### src/rtl/alu_pkg.sv
// Shared types for the ALU command sequencer: opcodes, FSM states and the
// divide-by-zero result used when ALU_CHECK_EN is defined.
package alu_pkg;

    typedef enum logic [2:0] {
        OP_PASS = 3'd0,
        OP_ADD  = 3'd1,
        OP_SUB  = 3'd2,
        OP_DIV  = 3'd3,
        OP_MOD  = 3'd4,
        OP_SHL  = 3'd5,
        OP_SHR  = 3'd6,
        OP_GT   = 3'd7
    } alu_op_e;

    localparam logic [4:0] DIV0_RESULT = 5'h1F;

    typedef enum logic [1:0] {
        IDLE   = 2'd0,
        SETTLE = 2'd1,
        RESP   = 2'd2
    } seq_state_e;

    function automatic logic is_div_op(input logic [2:0] sel);
        return (sel == OP_DIV) || (sel == OP_MOD);
    endfunction

endpackage

### src/rtl/alu_cmd_fifo.sv
// Synchronous command FIFO; pointers wrap modulo DEPTH (power of 2).
// Push is ignored when full, pop is ignored when empty.
module alu_cmd_fifo #(
    parameter int W     = 11,
    parameter int DEPTH = 4,
    parameter int CNT_W = $clog2(DEPTH) + 1
) (
    input  logic             clk,
    input  logic             reset,
    input  logic             push,
    input  logic             pop,
    input  logic [W-1:0]     wdata,
    output logic [W-1:0]     rdata,
    output logic             empty,
    output logic [CNT_W-1:0] count
);

    localparam int PTR_W = $clog2(DEPTH);

    logic [W-1:0]     mem_q [DEPTH];
    logic [PTR_W-1:0] wr_ptr_q, wr_ptr_d;
    logic [PTR_W-1:0] rd_ptr_q, rd_ptr_d;
    logic [CNT_W-1:0] count_q, count_d;
    logic             full;
    logic             push_ok;
    logic             pop_ok;

    assign full    = (count_q == CNT_W'(DEPTH));
    assign empty   = (count_q == '0);
    assign push_ok = push && !full;
    assign pop_ok  = pop && !empty;
    assign rdata   = mem_q[rd_ptr_q];
    assign count   = count_q;

    always_comb begin
        wr_ptr_d = wr_ptr_q;
        rd_ptr_d = rd_ptr_q;
        count_d  = count_q + CNT_W'(push_ok) - CNT_W'(pop_ok);
        if (push_ok) wr_ptr_d = wr_ptr_q + PTR_W'(1);
        if (pop_ok)  rd_ptr_d = rd_ptr_q + PTR_W'(1);
    end

    always_ff @(posedge clk) begin
        if (reset) begin
            wr_ptr_q <= '0;
            rd_ptr_q <= '0;
            count_q  <= '0;
        end else begin
            wr_ptr_q <= wr_ptr_d;
            rd_ptr_q <= rd_ptr_d;
            count_q  <= count_d;
        end
    end

    always_ff @(posedge clk) begin
        if (push_ok && !reset) mem_q[wr_ptr_q] <= wdata;
    end

endmodule

### src/rtl/alu_cmd_sequencer.sv
// Buffers ALU commands, drives them to the ALU one at a time and returns results.
// Define ALU_CHECK_EN to substitute DIV0_RESULT and flag rsp_err on div/mod by zero.
module alu_cmd_sequencer
    import alu_pkg::*;
#(
    parameter int DATA_W        = 4,
    parameter int SEL_W         = 3,
    parameter int FIFO_DEPTH    = 4,
    parameter int SETTLE_CYCLES = 1
) (
    input  logic              clk,
    input  logic              reset,
    input  logic              cmd_valid,
    output logic              cmd_ready,
    input  logic [DATA_W-1:0] cmd_a,
    input  logic [DATA_W-1:0] cmd_b,
    input  logic [SEL_W-1:0]  cmd_sel,
    output logic [DATA_W-1:0] alu_a,
    output logic [DATA_W-1:0] alu_b,
    output logic [SEL_W-1:0]  alu_sel,
    input  logic [DATA_W:0]   alu_out,
    output logic              rsp_valid,
    input  logic              rsp_ready,
    output logic [DATA_W:0]   rsp_data,
    output logic [SEL_W-1:0]  rsp_sel,
    output logic              rsp_err
);

    localparam int CMD_W = 2 * DATA_W + SEL_W;
    localparam int FC_W  = $clog2(FIFO_DEPTH) + 1;
    localparam int CNT_W = (SETTLE_CYCLES > 1) ? $clog2(SETTLE_CYCLES) : 1;

    seq_state_e        state_q, state_d;
    logic [CNT_W-1:0]  cnt_q, cnt_d;
    logic [DATA_W-1:0] alu_a_q, alu_a_d;
    logic [DATA_W-1:0] alu_b_q, alu_b_d;
    logic [SEL_W-1:0]  alu_sel_q, alu_sel_d;
    logic              rsp_valid_q, rsp_valid_d;
    logic [DATA_W:0]   rsp_data_q, rsp_data_d;
    logic [SEL_W-1:0]  rsp_sel_q, rsp_sel_d;
    logic              rsp_err_q, rsp_err_d;

    logic              fifo_push;
    logic              fifo_pop;
    logic              fifo_empty;
    logic [FC_W-1:0]   fifo_count;
    logic [CMD_W-1:0]  fifo_rdata;
    logic              load;

    assign cmd_ready = (fifo_count != FC_W'(FIFO_DEPTH));
    assign fifo_push = cmd_valid && cmd_ready && !reset;

    alu_cmd_fifo #(
        .W     (CMD_W),
        .DEPTH (FIFO_DEPTH),
        .CNT_W (FC_W)
    ) u_fifo (
        .clk   (clk),
        .reset (reset),
        .push  (fifo_push),
        .pop   (fifo_pop),
        .wdata ({cmd_a, cmd_b, cmd_sel}),
        .rdata (fifo_rdata),
        .empty (fifo_empty),
        .count (fifo_count)
    );

    always_comb begin
        state_d     = state_q;
        cnt_d       = cnt_q;
        alu_a_d     = alu_a_q;
        alu_b_d     = alu_b_q;
        alu_sel_d   = alu_sel_q;
        rsp_valid_d = rsp_valid_q;
        rsp_data_d  = rsp_data_q;
        rsp_sel_d   = rsp_sel_q;
        rsp_err_d   = rsp_err_q;
        fifo_pop    = 1'b0;
        load        = 1'b0;

        unique case (state_q)
            IDLE: begin
                if (!fifo_empty) load = 1'b1;
            end
            SETTLE: begin
                if (cnt_q != '0) begin
                    cnt_d = cnt_q - CNT_W'(1);
                end else begin
                    rsp_data_d  = alu_out;
                    rsp_sel_d   = alu_sel_q;
                    rsp_err_d   = 1'b0;
                    rsp_valid_d = 1'b1;
                    state_d     = RESP;
`ifdef ALU_CHECK_EN
                    if (is_div_op(3'(alu_sel_q)) && alu_b_q == '0) begin
                        rsp_data_d = (DATA_W + 1)'(DIV0_RESULT);
                        rsp_err_d  = 1'b1;
                    end
`endif
                end
            end
            RESP: begin
                if (rsp_ready) begin
                    rsp_valid_d = 1'b0;
                    if (!fifo_empty) load = 1'b1;
                    else state_d = IDLE;
                end
            end
            default: state_d = IDLE;
        endcase

        // Shared by IDLE and the back-to-back path out of RESP
        if (load) begin
            fifo_pop = 1'b1;
            {alu_a_d, alu_b_d, alu_sel_d} = fifo_rdata;
            cnt_d    = CNT_W'(SETTLE_CYCLES - 1);
            state_d  = SETTLE;
        end
    end

    always_ff @(posedge clk) begin
        if (reset) begin
            state_q     <= IDLE;
            cnt_q       <= '0;
            alu_a_q     <= '0;
            alu_b_q     <= '0;
            alu_sel_q   <= '0;
            rsp_valid_q <= 1'b0;
            rsp_data_q  <= '0;
            rsp_sel_q   <= '0;
            rsp_err_q   <= 1'b0;
        end else begin
            state_q     <= state_d;
            cnt_q       <= cnt_d;
            alu_a_q     <= alu_a_d;
            alu_b_q     <= alu_b_d;
            alu_sel_q   <= alu_sel_d;
            rsp_valid_q <= rsp_valid_d;
            rsp_data_q  <= rsp_data_d;
            rsp_sel_q   <= rsp_sel_d;
            rsp_err_q   <= rsp_err_d;
        end
    end

    assign alu_a     = alu_a_q;
    assign alu_b     = alu_b_q;
    assign alu_sel   = alu_sel_q;
    assign rsp_valid = rsp_valid_q;
    assign rsp_data  = rsp_data_q;
    assign rsp_sel   = rsp_sel_q;
    assign rsp_err   = rsp_err_q;

endmodule
### config.mk
export PLATFORM = sky130hd
export DESIGN_NAME = alu_cmd_sequencer
export DESIGN_NICKNAME = d
export VERILOG_FILES = /design/src/rtl/alu_pkg.sv /design/src/rtl/alu_cmd_fifo.sv /design/src/rtl/alu_cmd_sequencer.sv
export SDC_FILE = /design/constraint.sdc
export NUM_CORES = 1
export LEC_CHECK = 0
export BUFFER_PORTS_ARGS = -buffer_cell sky130_fd_sc_hd__buf_2
export CAP_MARGIN = 20
export CORE_MARGIN = 2
export CORE_UTILIZATION = 50
export DETAILED_ROUTE_END_ITERATION = 7
export GPL_ROUTABILITY_DRIVEN = 1
export PLACE_DENSITY = 0.7
export RECOVER_POWER = 25
export SETUP_SLACK_MARGIN = 0.02
export SYNTH_ARGS = -nofsm -noshare
export SYNTH_HDL_FRONTEND = slang
export SYNTH_SLANG_ARGS = --single-unit
### constraint.sdc
create_clock -name clk -period 2.21 [get_ports clk]
set_input_delay 0.221 -clock clk [delete_from_list [all_inputs] [get_ports clk]]
set_output_delay 0.221 -clock clk [all_outputs]
set_load 0.03 [all_outputs]
==> insert_results.sql, run 1 <==
INSERT INTO impl_metrics (metric_group, metric, value, unit) VALUES
('status', 'status', 'complete, no violations', ''),
('synth', 'avgSynthCellArea', '14.60', 'sq um'),
('cts', 'post_cts_hold_buffer_count', '0', ''),
('worst_setup_path', 'cp_top_family', 'adder cells', ''),
('synth', 'synthTopCellsByCount', 'sky130_fd_sc_hd__edfxtp_1 (44), sky130_fd_sc_hd__dfxtp_1 (29), sky130_fd_sc_hd__nand2_1 (17), sky130_fd_sc_hd__nand2b_1 (12)', ''),
('cts', 'clk-insertion-delay-late', '0.33', 'ns'),
('place', 'detailedPlacementHpwl', '3.169', 'mm'),
('finish', 'area_growth', '17.58', '%'),
('worst_setup_path', 'cp_max_fanout', '5', ''),
('die', 'die_area', '6284', 'sq um'),
('grt', 'grtUsageMet1', '21.19', '%'),
('timing', 'final.setup.worst_slack', '0.1624', 'ns'),
('worst_setup_path', 'end_kind', 'flip-flop', ''),
('detailed_routing', 'detailedRoute.firstIterationViolations', '36', ''),
('synth', 'synthesis.yosys.warnings', '0', ''),
('worst_setup_path', 'path_buf_inv', '1', ''),
('worst_setup_path', 'worst_ep_required_time', '2.42', 'ns'),
('die', 'core', '5473', 'sq um'),
('cts', 'tritoncts', 'yes', ''),
('detailed_routing', 'drt-wirelength-per-cell', '15.06', 'um'),
('detailed_routing', 'detail_route.first_pass.iterations', '4', ''),
('synth', 'post_synth_instance_area', '2833', 'sq um'),
('timing', 'setup_skew', '0.008797', 'ns'),
('cts', 'clockBufferDepth', '2', ''),
('synth', 'ys_seq_elements', '73', ''),
('worst_setup_path', 'path_cells', 'nor3_2, nor3_1, ha_1, inv_1, ha_1, fa_1, xnor2_1, xnor2_1, nor2_1', ''),
('power_and_ir_drop', 'ir_worst_vdd', '643.3', 'uV'),
('synth', 'async_reset_ff_share', '0', '%'),
('synth', 'synthTopCellsByArea', 'sky130_fd_sc_hd__edfxtp_1 (47%), sky130_fd_sc_hd__dfxtp_1 (20%), sky130_fd_sc_hd__mux4_2 (8.7%)', ''),
('finish', 'number_of_antenna_repair_diodes', '0', ''),
('grt', 'global_route.usage.met3', '3.864', '%'),
('grt', 'globalRoute.totalOverflow', '0', ''),
('flow_run', 'drv_cap', '0', ''),
('detailed_routing', 'drc_errors', '0', ''),
('timing', 'setup_tns', '0', 'ns'),
('finish', 'final_net_count', '273', ''),
('timing', 'worstMarginPinSlew', '0.6142', 'ns'),
('cts', 'cts.reportedPaths.clkPinSlew', '0.07', 'ns'),
('grt', 'gr-usage-all-layers', '17.24', '%'),
('power_and_ir_drop', 'report.power.total', '4.149', 'mW'),
('die', 'io_pins', '42', ''),
('finish', 'drive_gt1_share', '27.09', '%'),
('grt', 'first_pass_grt_wire_length', '7.838', 'mm'),
('synth', 'synth_fp_nets', '221', ''),
('timing', 'max_freq', '488.4', 'MHz'),
('grt', 'antenna_found_initial', '0', ''),
('cts', 'numClockSinks', '73', ''),
('synth', 'top_reg_cell_synth', 'sky130_fd_sc_hd__edfxtp_1', ''),
('timing', 'crit_path_time_final', '2.048', 'ns'),
('die', 'die_height', '79.27', 'um'),
('place', 'dpl_worst_slack', '0.09214', 'ns'),
('timing', 'finalSetupViolCount', '0', ''),
('detailed_routing', 'detail-route-antenna-nets', '0', ''),
('grt', 'grt_start_max_net_pins', '31', ''),
('timing', 'report.final.hold_viol_count', '0', ''),
('worst_setup_path', 'timing.critical_path.from_type', 'flip-flop', ''),
('worst_setup_path', 'worst_path_largest_cell_delay', '0.37', 'ns'),
('detailed_routing', 'route.detailed.vias_per_inst', '5.090', ''),
('die', 'fp-row-count', '27', ''),
('worst_setup_path', 'critical_path_arrival', '2.26', 'ns'),
('detailed_routing', 'postRouteWirelength', '4.863', 'mm'),
('grt', 'first_global_vias', '1653', ''),
('cts', 'root_buffer', 'sky130_fd_sc_hd__clkbuf_8', ''),
('timing', 'unrepaired_setup_endpoints_after_global_routing', 'no', ''),
('cts', 'cts-buffers-inserted', '9', ''),
('place', 'routabilityCongestion', '0.6934', ''),
('timing', 'timing.slew.headroom', '58.99', '%'),
('die', 'floorplan.initialDensity', '51.76', '%'),
('power_and_ir_drop', 'power_density', '1246', 'nW/um^2'),
('synth', 'most_frequently_used_cell_type_in_the_post_synthesis_netlist', 'sky130_fd_sc_hd__edfxtp_1', ''),
('place', 'buffer_ports.inserted', '40', '');
where the power goes:
group          internal (mW)  switching [mW]  leakage (nW)
registers               1.67           0.166         0.637
clock network          0.514           0.459        0.0913
logic                  0.581           0.762         0.487
total                   2.76            1.39          1.22
layer usage:
layer / part of all wire (%) / routed length, um
met1: 45 / 2189
met2: 49 / 2371
met3: 4.2 / 206
met4: 2.0 / 95
met5: 0 / 0
cells by family after synthesis:
family                   share of synthesized area (%)
AND/OR/NAND/NOR                                  9.938
buffers and inverters                            3.180
other                                           0.1324
XOR/XNOR                                        0.6185
flip-flops                                       67.14
AO/OA/AOI/OAI                                    6.360
adder cells (fa/ha/maj)                          3.357
multiplexers                                     9.276
worst paths after layout:
check | endpoint | slack, ns | start | cells after the start
setup / recovery | u_fifo.count[2]$_SDFF_PP0_ | 0.16 | u_fifo.count[1]$_SDFF_PP0_ | 9
hold / removal | rsp_data[0]$_SDFFE_PP0P_ | 0.12 | alu_out[0] | 3
setup reg to reg | u_fifo.count[2]$_SDFF_PP0_ | 0.16 | u_fifo.count[1]$_SDFF_PP0_ | 9
hold reg to reg | rsp_data[3]$_SDFFE_PP0P_ | 0.45 | rsp_data[3]$_SDFFE_PP0P_ | 2
cell usage in the layout, fill, tap and decap left out, types with 2 or more instances in the layout:
cell / synthesis / layout
sky130_fd_sc_hd__a21oi_1: 11 / 11
sky130_fd_sc_hd__and2_1: 4 / 4
sky130_fd_sc_hd__buf_2: 3 / 29
sky130_fd_sc_hd__buf_4: 1 / 11
sky130_fd_sc_hd__clkbuf_1: 5 / 12
sky130_fd_sc_hd__clkbuf_8: 0 / 9
sky130_fd_sc_hd__clkinv_1: 0 / 2
sky130_fd_sc_hd__dfxtp_1: 29 / 29
sky130_fd_sc_hd__edfxtp_1: 44 / 44
sky130_fd_sc_hd__ha_1: 6 / 6
sky130_fd_sc_hd__inv_1: 10 / 10
sky130_fd_sc_hd__mux4_2: 11 / 11
sky130_fd_sc_hd__nand2_1: 17 / 17
sky130_fd_sc_hd__nand2b_1: 12 / 12
sky130_fd_sc_hd__nand3_1: 2 / 2
sky130_fd_sc_hd__nor2_1: 3 / 3
sky130_fd_sc_hd__nor2b_1: 5 / 5
sky130_fd_sc_hd__nor3_1: 4 / 3
sky130_fd_sc_hd__o21ai_0: 3 / 3
sky130_fd_sc_hd__o2bb2ai_1: 11 / 11
sky130_fd_sc_hd__xnor2_1: 2 / 2
stage by stage:
stage          cells  util [%]  instance area [sq um]  hold WS (ns)
2_1_floorplan    194         -                   2833        0.3199
3_3_place_gp     307     57.61                   3153        0.4358
3_5_place_dp     307     57.61                   3153        0.4420
4_1_cts          323     61.02                   3339       0.08069
5_1_grt          323     60.86                   3331        0.1189
6_report         323     60.86                   3331        0.1230
flip-flops by register name (all words and copies together), names as in the netlist:
register / cells
u_fifo.count: 3
alu_b: 4
rsp_valid: 1
u_fifo.rd_ptr_q: 2
state_q: 2
rsp_data: 5
alu_sel: 3
u_fifo.wr_ptr_q: 2
rsp_sel: 3
u_fifo.mem_q: 44
alu_a: 4
worst min-delay path, delay by kind of cell:
| kind | cells | cell delay, ns |
|---|---|---|
| simple gates | 1 | 0.05 |
| compound gates | 1 | 0.05 |
| buf+inv | 1 | 0.10 |
cell type report:
class / instances / area (sq um)
fillers: 454 / 2142
flip-flops and latches: 73 / 1902
multi-input cells: 101 / 845.8
repair buffers: 51 / 269.0
clock buffers: 10 / 127.6
well taps: 72 / 90.09
clock inverters: 6 / 58.81
inverters: 10 / 37.54
Note: power is estimated with default switching activity, not from simulation.
==> run 2, diff against run 1 <==
--- a/config.mk
+++ b/config.mk
@@ -7,7 +7,7 @@
 export LEC_CHECK = 0
 export BUFFER_PORTS_ARGS = -buffer_cell sky130_fd_sc_hd__buf_2
 export CAP_MARGIN = 20
-export CORE_MARGIN = 2
+export CORE_MARGIN = 3
 export CORE_UTILIZATION = 50
 export DETAILED_ROUTE_END_ITERATION = 7
 export GPL_ROUTABILITY_DRIVEN = 1
==> run 2 against run 1 <==
Clock skew decreased by 0.0031 ns. Sequential share of layout area down 0.55 points. Count of clock-buffer cells in the layout shrank 1. Critical path depth did not move. Clock power increased by 14%. Final area is 0.98% higher. Routed wire length grew 1.6%. Worst hold slack lost 0.012 ns. Critical path type unchanged. Critical endpoint unchanged. Largest cell class unchanged.
==> insert_results.sql, run 2 (synthesized netlist as in run 1, its figures left out) <==
INSERT INTO impl_metrics (metric_group, metric, value, unit) VALUES
('status', 'status', 'complete, no violations', ''),
('timing', 'worstMarginPinSlew', '0.6068', 'ns'),
('detailed_routing', 'detail-route-antenna-nets', '0', ''),
('timing', 'setup_skew', '0.005661', 'ns'),
('die', 'fp-row-count', '26', ''),
('detailed_routing', 'drc_errors', '0', ''),
('place', 'routabilityCongestion', '0.6857', ''),
('power_and_ir_drop', 'seqPwrFrac', '42.8', '%'),
('grt', 'first_global_vias', '1664', ''),
('finish', 'area_growth', '18.73', '%'),
('power_and_ir_drop', 'power.static_leakage', '1.229', 'nW'),
('finish', 'regMostFlops', 'u_fifo.mem_q', ''),
('power_and_ir_drop', 'report.power.total', '4.288', 'mW'),
('grt', 'gr-usage-all-layers', '17.03', '%'),
('cts', 'cts-buffers-inserted', '9', ''),
('worst_setup_path', 'cp_top_family', 'adder cells', ''),
('worst_setup_path', 'r2r.worst_path.cells', '9', ''),
('worst_setup_path', 'path_cells', 'nor3_2, nor3_1, ha_1, inv_1, ha_1, fa_1, xnor2_1, xnor2_1, nor2_1', ''),
('timing', 'max_freq', '493.0', 'MHz'),
('worst_setup_path', 'rr_startpoint', 'u_fifo.count[1]$_SDFF_PP0_', ''),
('die', 'die_w', '81.27', 'um'),
('timing', 'timing.slew.headroom', '59.49', '%'),
('worst_setup_path', 'worst_path_largest_cell_delay', '0.38', 'ns'),
('timing', 'report.final.slew_viol_count', '0', ''),
('cts', 'clockBufferDepth', '2', ''),
('grt', 'first_pass_grt_wire_length', '8.128', 'mm'),
('die', 'core', '5303', 'sq um'),
('worst_setup_path', 'timing.critical_path.from_type', 'flip-flop', ''),
('finish', 'final_net_count', '273', ''),
('power_and_ir_drop', 'ir_worst_vdd', '621.7', 'uV'),
('cts', 'cts.reportedPaths.clkPinSlew', '0.08', 'ns'),
('finish', 'layout_common_cells', 'sky130_fd_sc_hd__edfxtp_1 (44), sky130_fd_sc_hd__buf_2 (31), sky130_fd_sc_hd__dfxtp_1 (29)', ''),
('cts', 'numClockSinks', '73', ''),
('hold_path', 'hold_removal_path_class', 'primary input to flip-flop', ''),
('worst_setup_path', 'end_kind', 'flip-flop', ''),
('detailed_routing', 'drt-met1-wl', '2.093', 'mm'),
('worst_setup_path', 'setup.worst_path.class', 'flip-flop to flip-flop', ''),
('place', 'detailedPlacementHpwl', '3.240', 'mm'),
('cts', 'post_cts_hold_buffer_count', '0', ''),
('finish', 'final_common_cell', 'sky130_fd_sc_hd__edfxtp_1', ''),
('place', 'dpl_worst_slack', '0.1423', 'ns'),
('die', 'die_area', '6605', 'sq um'),
('detailed_routing', 'top_layer', 'met4', ''),
('detailed_routing', 'route.detailed.vias_per_inst', '5.087', ''),
('worst_setup_path', 'worstSetupEndpoint', 'u_fifo.count[2]$_SDFF_PP0_', ''),
('worst_setup_path', 'worst_ep_required_time', '2.43', 'ns'),
('power_and_ir_drop', 'power_frac_clock', '25.8', '%'),
('timing', 'setup_tns', '0', 'ns'),
('detailed_routing', 'detailroute.wirelength.met2', '2.497', 'mm'),
('timing', 'report.final.hold_viol_count', '0', ''),
('detailed_routing', 'routed-via-count', '1633', ''),
('finish', 'number_of_antenna_repair_diodes', '0', ''),
('finish', 'largest_reg_flops', '44', ''),
('die', 'die_height', '81.27', 'um'),
('worst_setup_path', 'crit_slowest_cell', 'sky130_fd_sc_hd__fa_1', ''),
('finish', 'drive_gt1_share', '28.69', '%'),
('worst_setup_path', 'r2r_slack', '0.18', 'ns'),
('worst_setup_path', 'cp_max_fanout', '5', ''),
('cts', 'cts.htree.levels', '3', ''),
('power_and_ir_drop', 'total_switching_power', '1.406', 'mW'),
('detailed_routing', 'detail_route.first_pass.iterations', '4', ''),
('cts', 'clk-insertion-delay-late', '0.33', 'ns'),
('worst_setup_path', 'critical_path_arrival', '2.25', 'ns'),
('detailed_routing', 'postRouteWirelength', '4.939', 'mm'),
('power_and_ir_drop', 'internal_power', '2.882', 'mW'),
('finish', 'final-instance-count-excl-fill', '321', ''),
('die', 'floorplan.initialDensity', '53.42', '%'),
('place', 'buffer_ports.inserted', '40', ''),
('timing', 'period_share', '91.78', '%'),
('timing', 'crit_path_time_final', '2.028', 'ns'),
('power_and_ir_drop', 'netSwitchingFraction', '32.79', '%'),
('die', 'io_pins', '42', ''),
('detailed_routing', 'detailedRoute.firstIterationViolations', '40', ''),
('timing', 'final.setup.worst_slack', '0.1817', 'ns'),
('cts', 'postCtsSetupBuffers', '0', ''),
('detailed_routing', 'detailroute.wirelength.met3', '284', 'um'),
('grt', 'antenna_found_initial', '0', ''),
('place', 'placedCellCount', '305', ''),
('grt', 'globalRoute.totalOverflow', '0', ''),
('worst_setup_path', 'path_buf_inv', '1', ''),
('power_and_ir_drop', 'p_comb_share', '31.4', '%'),
('finish', 'filler_cell_count', '417', ''),
('worst_setup_path', 'crit_path_start', 'u_fifo.count[1]$_SDFF_PP0_', ''),
('grt', 'grt_start_max_net_pins', '31', ''),
('timing', 'unrepaired_setup_endpoints_after_global_routing', 'no', ''),
('cts', 'cts_resizes', '0', ''),
('flow_run', 'drv_cap', '0', ''),
('worst_setup_path', 'r2r_end', 'u_fifo.count[2]$_SDFF_PP0_', ''),
('power_and_ir_drop', 'power_density', '1275', 'nW/um^2'),
('timing', 'finalSetupViolCount', '0', ''),
('worst_setup_path', 'crit_path_depth', '9', ''),
('cts', 'tritoncts', 'yes', ''),
('detailed_routing', 'drt-wirelength-per-cell', '15.39', 'um'),
('cts', 'root_buffer', 'sky130_fd_sc_hd__clkbuf_8', '');
[run 2: power by group through the flow]
stage	Clock [mW]	Combinational (mW)	Sequential, mW
floorplan	0	0.778	2.07
global placement	0	1.33	1.85
detailed placement	0	1.36	1.86
CTS	1.13	1.37	1.83
global route	1.20	1.47	1.87
finish	1.11	1.35	1.84
[run 2: worst min-delay path by stage]
stage	from	to	slack [ns]	cells past startpoint
floorplan	cmd_sel[0]	u_fifo.mem_q[0][0]$_DFFE_PP_	0.32	0
global placement	cmd_a[2]	u_fifo.mem_q[2][9]$_DFFE_PP_	0.44	1
detailed placement	cmd_a[2]	u_fifo.mem_q[2][9]$_DFFE_PP_	0.45	1
CTS	cmd_a[2]	u_fifo.mem_q[3][9]$_DFFE_PP_	0.09	1
global route	cmd_b[0]	u_fifo.mem_q[0][3]$_DFFE_PP_	0.10	1
finish	cmd_b[0]	u_fifo.mem_q[0][3]$_DFFE_PP_	0.11	1
[run 2: worst reg2reg max path, delay by kind of cell, from the launching register on]
kind	cells	cell delay [ns]
xor+xnor	2	0.32
fa+ha+maj	3	0.84
buf+inv	1	0.03
flops	1	0.36
simple gates	3	0.36
[run 2: through the flow]
| stage | hold WS [ns] | area (sq um) | utilization, % |
|---|---|---|---|
| floorplan | 0.3199 | 2833 | - |
| detailed placement | 0.4450 | 3151 | 59.41 |
| global route | 0.1016 | 3363 | 63.43 |
| global placement | 0.4357 | 3151 | 59.41 |
| finish | 0.1108 | 3363 | 63.43 |
| CTS | 0.08564 | 3369 | 63.54 |
[run 2: cell type report]
| class | instances | area [sq um] | area share, % |
|---|---|---|---|
| sequential | 73 | 1902 | 56.55 |
| multi-input combinational | 101 | 845.8 | 25.15 |
| timing repair buffer | 51 | 271.5 | 8.073 |
| clock buffer | 9 | 123.9 | 3.683 |
| clock inverter | 7 | 95.09 | 2.827 |
| tap | 70 | 87.58 | 2.604 |
| inverter | 10 | 37.54 | 1.116 |
[run 2: metal layers]
metal	global-route usage, %	vias to the layer above
met4	6.419	0
met5	0	-
met2	29.40	42
met1	18.96	775
met3	6.541	8
li1	-	808
